[config.mk]
export PLATFORM = sky130hd
export DESIGN_NAME = uart_imem_loader
export DESIGN_NICKNAME = d
export VERILOG_FILES = /design/src/rtl/loader_defs.sv /design/src/rtl/uart_rx_byte.sv /design/src/rtl/uart_imem_loader.sv
export SDC_FILE = /design/constraint.sdc
export NUM_CORES = 1
export LEC_CHECK = 0
export CAP_MARGIN = 20
export CORE_UTILIZATION = 52
export DETAILED_ROUTE_END_ITERATION = 8
export PLACE_DENSITY = 0.76
export SKIP_LAST_GASP = 1
export SLEW_MARGIN = 20
export SYNTH_ARGS = -nofsm -noshare
export SYNTH_HDL_FRONTEND = slang
export SYNTH_SLANG_ARGS = --single-unit
[constraint.sdc]
create_clock -name clk -period 2.8 [get_ports clk]
set_input_delay 0.28 -clock clk [delete_from_list [all_inputs] [get_ports clk]]
set_output_delay 0.28 -clock clk [all_outputs]
set_load 0.05 [all_outputs]
[src/rtl/loader_defs.sv]
// loader_defs: FSM encodings and frame-field constants shared by the
// UART instruction-memory loader and its byte receiver.
package loader_defs;

  localparam logic [2:0] ST_IDLE   = 3'd0;
  localparam logic [2:0] ST_LEN_LO = 3'd1;
  localparam logic [2:0] ST_LEN_HI = 3'd2;
  localparam logic [2:0] ST_DATA   = 3'd3;
  localparam logic [2:0] ST_CHK    = 3'd4;
  localparam logic [2:0] ST_DONE   = 3'd5;
  localparam logic [2:0] ST_ERR    = 3'd6;

  localparam logic [1:0] RX_IDLE  = 2'd0;
  localparam logic [1:0] RX_START = 2'd1;
  localparam logic [1:0] RX_DATA  = 2'd2;
  localparam logic [1:0] RX_STOP  = 2'd3;

  // Data bytes of a word arrive little-endian; byte 3 completes it.
  localparam logic [1:0] LAST_BYTE = 2'd3;
  localparam int         LEN_W     = 16;

endpackage

[src/rtl/uart_rx_byte.sv]
// uart_rx_byte: 8N1 UART receiver with 2-flop rx synchronizer.
// Ports: clk, rst (async high), rx in; data[7:0], valid, frame_err out.
module uart_rx_byte
  import loader_defs::*;
#(
  parameter int DIV = 868
) (
  input  logic       clk,
  input  logic       rst,
  input  logic       rx,
  output logic [7:0] data,
  output logic       valid,
  output logic       frame_err
);

  localparam int CW = $clog2(DIV + 1);
  localparam logic [CW-1:0] HALF = CW'(DIV / 2 - 1);
  localparam logic [CW-1:0] FULL = CW'(DIV - 1);
  localparam logic [CW-1:0] ONE  = CW'(1);

  logic          rx_s1;
  logic          rx_s2;
  logic          rx_q;
  logic [1:0]    st;
  logic [CW-1:0] cnt;
  logic [2:0]    bit_idx;
  logic [7:0]    shreg;

  always_ff @(posedge clk or posedge rst) begin
    if (rst) begin
      rx_s1 <= 1'b1;
      rx_s2 <= 1'b1;
      rx_q  <= 1'b1;
    end else begin
      rx_s1 <= rx;
      rx_s2 <= rx_s1;
      rx_q  <= rx_s2;
    end
  end

  always_ff @(posedge clk or posedge rst) begin
    if (rst) begin
      st        <= RX_IDLE;
      cnt       <= '0;
      bit_idx   <= '0;
      shreg     <= '0;
      data      <= '0;
      valid     <= 1'b0;
      frame_err <= 1'b0;
    end else begin
      valid     <= 1'b0;
      frame_err <= 1'b0;
      case (st)
        RX_IDLE: begin
          if (rx_q && !rx_s2) begin
            st  <= RX_START;
            cnt <= HALF;
          end
        end
        RX_START: begin
          if (cnt != '0) begin
            cnt <= cnt - ONE;
          end else if (rx_s2) begin
            // Line went back high: glitch, not a start bit.
            st <= RX_IDLE;
          end else begin
            st      <= RX_DATA;
            cnt     <= FULL;
            bit_idx <= '0;
          end
        end
        RX_DATA: begin
          if (cnt != '0) begin
            cnt <= cnt - ONE;
          end else begin
            shreg   <= {rx_s2, shreg[7:1]};
            cnt     <= FULL;
            bit_idx <= bit_idx + 3'd1;
            if (bit_idx == 3'd7) st <= RX_STOP;
          end
        end
        RX_STOP: begin
          if (cnt != '0) begin
            cnt <= cnt - ONE;
          end else begin
            st <= RX_IDLE;
            if (rx_s2) begin
              data  <= shreg;
              valid <= 1'b1;
            end else begin
              frame_err <= 1'b1;
            end
          end
        end
        default: st <= RX_IDLE;
      endcase
    end
  end

endmodule

[src/rtl/uart_imem_loader.sv]
// uart_imem_loader: loads N words over UART into instruction memory.
// Ports: clk, rst, rx, start in; imem_we/addr/wdata, cpu_hold, busy,
// done, err out. Define LOADER_CHECKSUM_EN for the XOR trailer byte.
module uart_imem_loader
  import loader_defs::*;
#(
  parameter int CLK_FREQ   = 100_000_000,
  parameter int BAUD       = 115_200,
  parameter int ADDR_WIDTH = 14
) (
  input  logic                  clk,
  input  logic                  rst,
  input  logic                  rx,
  input  logic                  start,
  output logic                  imem_we,
  output logic [ADDR_WIDTH-1:0] imem_addr,
  output logic [31:0]           imem_wdata,
  output logic                  cpu_hold,
  output logic                  busy,
  output logic                  done,
  output logic                  err
);

  localparam int DIV = CLK_FREQ / BAUD;
  localparam logic [31:0] MAX_WORDS = 32'(1) << ADDR_WIDTH;
  localparam logic [ADDR_WIDTH:0] WONE = (ADDR_WIDTH + 1)'(1);

  logic [2:0]          state;
  logic [LEN_W-1:0]    len;
  logic [ADDR_WIDTH:0] wcnt;
  logic [1:0]          bsel;
  logic [31:0]         word;
  logic                we_q;
  logic [7:0]          rx_data;
  logic                rx_valid;
  logic                rx_ferr;
  logic [LEN_W-1:0]    n_rx;
  logic                len_big;
  logic                last_word;
  logic                active;

`ifdef LOADER_CHECKSUM_EN
  logic [7:0] csum;
  localparam logic [2:0] ST_FINAL = ST_CHK;
`else
  localparam logic [2:0] ST_FINAL = ST_DONE;
`endif

  uart_rx_byte #(
    .DIV(DIV)
  ) u_rx (
    .clk      (clk),
    .rst      (rst),
    .rx       (rx),
    .data     (rx_data),
    .valid    (rx_valid),
    .frame_err(rx_ferr)
  );

  assign n_rx      = {rx_data, len[7:0]};
  assign len_big   = 32'(n_rx) > MAX_WORDS;
  assign last_word = (32'(wcnt) + 32'd1) == 32'(len);
  assign active    = state inside {ST_LEN_LO, ST_LEN_HI,
                                   ST_DATA, ST_CHK};

  assign imem_we    = we_q;
  assign imem_addr  = wcnt[ADDR_WIDTH-1:0];
  assign imem_wdata = word;
  assign busy       = active;
  assign cpu_hold   = active | (state == ST_ERR);
  assign done       = state == ST_DONE;
  assign err        = state == ST_ERR;

  always_ff @(posedge clk or posedge rst) begin
    if (rst) begin
      state <= ST_IDLE;
      len   <= '0;
      wcnt  <= '0;
      bsel  <= '0;
      word  <= '0;
      we_q  <= 1'b0;
`ifdef LOADER_CHECKSUM_EN
      csum  <= '0;
`endif
    end else begin
      we_q <= 1'b0;
      // Write cycle: advance the address after the strobe.
      if (we_q) begin
        wcnt <= wcnt + WONE;
        if (last_word) state <= ST_FINAL;
      end
      case (state)
        ST_IDLE, ST_DONE, ST_ERR: begin
          if (start) begin
            state <= ST_LEN_LO;
            len   <= '0;
            wcnt  <= '0;
            bsel  <= '0;
            word  <= '0;
`ifdef LOADER_CHECKSUM_EN
            csum  <= '0;
`endif
          end
        end
        default: begin
          if (rx_ferr) begin
            state <= ST_ERR;
          end else if (rx_valid) begin
`ifdef LOADER_CHECKSUM_EN
            if (state != ST_CHK) csum <= csum ^ rx_data;
`endif
            case (state)
              ST_LEN_LO: begin
                len[7:0] <= rx_data;
                state    <= ST_LEN_HI;
              end
              ST_LEN_HI: begin
                len <= n_rx;
                if (len_big) state <= ST_ERR;
                else if (n_rx == '0) state <= ST_FINAL;
                else state <= ST_DATA;
              end
              ST_DATA: begin
                word[{bsel, 3'b000} +: 8] <= rx_data;
                bsel <= bsel + 2'd1;
                if (bsel == LAST_BYTE) we_q <= 1'b1;
              end
`ifdef LOADER_CHECKSUM_EN
              ST_CHK: begin
                if (rx_data == csum) state <= ST_DONE;
                else state <= ST_ERR;
              end
`endif
              default: ;
            endcase
          end
        end
      endcase
    end
  end

endmodule

==> flow_metrics.env <==
export IMPL_status="finished clean"
export IMPL_reg2reg_from="state[0]"
export IMPL_grt_max_degree=106
export IMPL_post_cts_buffers=0
export IMPL_synthCells=527
export IMPL_worstPathArrival_ps=2380
export IMPL_setup_viol=0
export IMPL_wirelength_um=11800
export IMPL_r2r_cells=6
export IMPL_drc_errors=0
export IMPL_p_per_area_nw_per_um2=872
export IMPL_die_height_um=104
export IMPL_start_util_pct=54.7
export IMPL_seqPwrFrac_pct=39.3
export IMPL_grt_pass1_wl_um=19700
export IMPL_rsz0062_at_grt="false"
export IMPL_drv_slew=0
export IMPL_synth_cell_type_count=69
export IMPL_hold_buffers=0
export IMPL_total_power_uw=5360
export IMPL_drive_above_1_share_pct=11.4
export IMPL_syn_area_per_cell_um2=10.3
export IMPL_clk_pin_slew_worst_paths_ps=90
export IMPL_p_sw_share_pct=42.9
export IMPL_r2r_setup_slack_ps=310
export IMPL_cp_depth=5
export IMPL_start_kind="flop"
export IMPL_hold_viol=0
export IMPL_drtAntennaViolNets=0
export IMPL_grt_usage_pct=22.8
export IMPL_p_switching_uw=2300
export IMPL_r2r_end="imem_wdata[26]"
export IMPL_whs_ps=303
export IMPL_rows=36
export IMPL_crit_path_start="state[1]"
export IMPL_cts_htree_levels=3
export IMPL_critical_path_max_stage_delay_ps=790
export IMPL_async_flop_share_pct=100
export IMPL_ir_worst_vdd_uv=528
export IMPL_finalCritPeriodShare_pct=95.1
export IMPL_vias=4072
export IMPL_cts_tree="yes"
export IMPL_cts_made_buffers=9
export IMPL_dpl_worst_slack_ps=354
export IMPL_clk_path_buf_depth=2
export IMPL_yosysWarnings=0
export IMPL_syn_nets=545
export IMPL_core_um2=9950
export IMPL_crit_fanout=9
export IMPL_place_hpwl_um=8210
export IMPL_port_buffers=54
export IMPL_slew_headroom_pct=58.3
export IMPL_synth_seq_cells=105
export IMPL_wl_per_cell_um=17.1
export IMPL_end_kind="primary output"
export IMPL_period_needed_ps=2660
export IMPL_fill_cells=804
export IMPL_final_util_pct=61.8
export IMPL_die_w_um=104
export IMPL_pin_count=55
export IMPL_p_int_uw=3060
export IMPL_clk_latency_ps=380
export IMPL_syn_to_final_growth_pct=13.0
export IMPL_hold_class="input port to flop"
export IMPL_firstDrtPassIters=5
export IMPL_drtIter0Drc=286
export IMPL_nNetsFinal=573
export IMPL_place_gp_congestion=0.896
export IMPL_cp_required_ps=2520
export IMPL_syn_cell_area_um2=5440
export IMPL_fmax_mhz=376
export IMPL_synth_ff_type="dfrtp_1"
export IMPL_root_buffer="clkbuf_8"
export IMPL_yosysSeqAreaShare_pct=48.3
export IMPL_skew_ps=10.4
export IMPL_timing_final_ws_setup_ps=138
export IMPL_synth_edf_count=0
export IMPL_crit_buf_inv=2
export IMPL_max_cap_violations=0
export IMPL_crit_end="cpu_hold"
export IMPL_num_antenna_cells=0
export IMPL_crit_type="flop to primary output"
export IMPL_cts_repair_resize_count=0
export IMPL_p_leak_uw=0.00275
export IMPL_routed_via_density=5.88
export IMPL_crit_chain="inv_1, nor2_1, and2_1, or2_2, clkdlybuf4s50_1"
export IMPL_grt_pass1_vias=3896
export IMPL_p_clk_share_pct=17.6
export IMPL_critical_path_top_delay_family="buffers and inverters"
export IMPL_clock_sinks=105
export IMPL_antenna_found_initial=0
export IMPL_tns_ps=0
export IMPL_pwr_share_comb_pct=43.1
export IMPL_grt_ovfl_total=0
export IMPL_critPathSlowestCell="clkdlybuf4s50_1"
export IMPL_dieArea_um2=10900
export IMPL_worstMarginPinSlew_ps=620
==> layout make-up <==
cell class	instances	area, µm²	area share (%)
Sequential cell	105	2630	42.8
Tap cell	133	166	2.71
Clock inverter	6	67.6	1.10
Timing Repair Buffer	62	613	9.97
Inverter	10	41.3	0.671
Clock buffer	10	128	2.07
Multi-Input combinational cell	367	2500	40.7
==> synth_stat cells, types with 5 or more instances <==
cell type  instances  area (µm²)
a21oi_1           20         100
a22o_1            34         298
and3_1             8        50.1
buf_4             17         128
clkbuf_1          18        67.6
dfrtp_1          102        2550
ha_1              14         175
inv_1             10        37.5
mux2_2            16         180
nand2_1           63         236
nand3_1            8        40.0
nand4_1            6        37.5
nor2_1            40         150
nor3_1            11        55.1
nor4_1             5        31.3
o21ai_0           35         175
or3_1              6        37.5
xnor2_1           14         123
xor2_1            18         158
==> metrics by stage <==
| stage | instances | instance area, µm² |
|---|---|---|
| after detailed placement | 677 | 5960 |
| after floorplan | 527 | 5450 |
| final | 693 | 6150 |
| after global placement | 677 | 5960 |
| after CTS | 693 | 6150 |
| after global routing | 693 | 6150 |
==> cell usage in the layout, fill, tap and decap left out, types with 4 or more instances in the layout <==
cell type	count
a211oi_1	4
a21oi_1	20
a22o_1	34
and3_1	8
buf_4	7
clkbuf_8	9
clkdlybuf4s50_1	54
dfrtp_1	102
ha_1	14
inv_1	9
mux2_2	16
nand2_1	63
nand2b_1	4
nand3_1	8
nand4_1	6
nor2_1	40
nor3_1	11
nor4_1	5
o21ai_0	35
or3_1	6
xnor2_1	14
xor2_1	18
==> power by group through the flow <==
stage          clock network (µW)  registers (µW)  logic (µW)
2_1_floorplan                   0            1960        2040
3_3_place_gp                    0            2110        2240
3_5_place_dp                    0            2130        2290
4_1_cts                       963            2100        2300
5_1_grt                      1010            2140        2560
6_report                      942            2110        2310
==> worst register-to-register path: cells and delay by family (launching register included) <==
family | cells | cell delay (ps)
DFF | 1 | 590
AOI/OAI and AO/OA | 3 | 580
and+or+nand+nor | 3 | 1270
==> worst min-delay path by stage <==
stage | from | depth (start not counted) | endpoint
floorplan | rx | 0 | u_rx.rx_s1
global placement | u_rx.rx_s1 | 0 | u_rx.rx_s2
detailed placement | u_rx.rx_s1 | 0 | u_rx.rx_s2
CTS | rx | 1 | u_rx.rx_s1
global route | rx | 1 | u_rx.rx_s1
finish | rx | 1 | u_rx.rx_s1
==> metal layers <==
layer	up-vias	GRT usage (%)	share of wire [%]
li1	1911	-	-
met1	2031	32.6	46
met2	115	35.1	47
met3	15	4.89	5.8
met4	0	6.22	1.1
met5	-	0	0
==> kinds of logic (layout without fill, tap and decap cells) <==
| kind of cell | Yosys count | after routing | share of synthesized area (%) |
|---|---|---|---|
| simple gates | 177 | 177 | 17.4 |
| compound gates | 125 | 125 | 16.3 |
| flops | 105 | 105 | 48.3 |
| buf+inv | 55 | 88 | 5.66 |
| xor+xnor | 32 | 32 | 5.15 |
| mux | 19 | 19 | 3.86 |
| fa+ha+maj | 14 | 14 | 3.22 |
==> state kept, by name, summed over array words and instances (netlist names), 2 cells and up, named ones only <==
signal / cells
bsel: 2
imem_wdata: 32
len: 16
state: 3
u_rx.bit_idx: 3
u_rx.cnt: 10
u_rx.data: 8
u_rx.shreg: 8
wcnt: 15
Power figures use the tool's default switching activity.
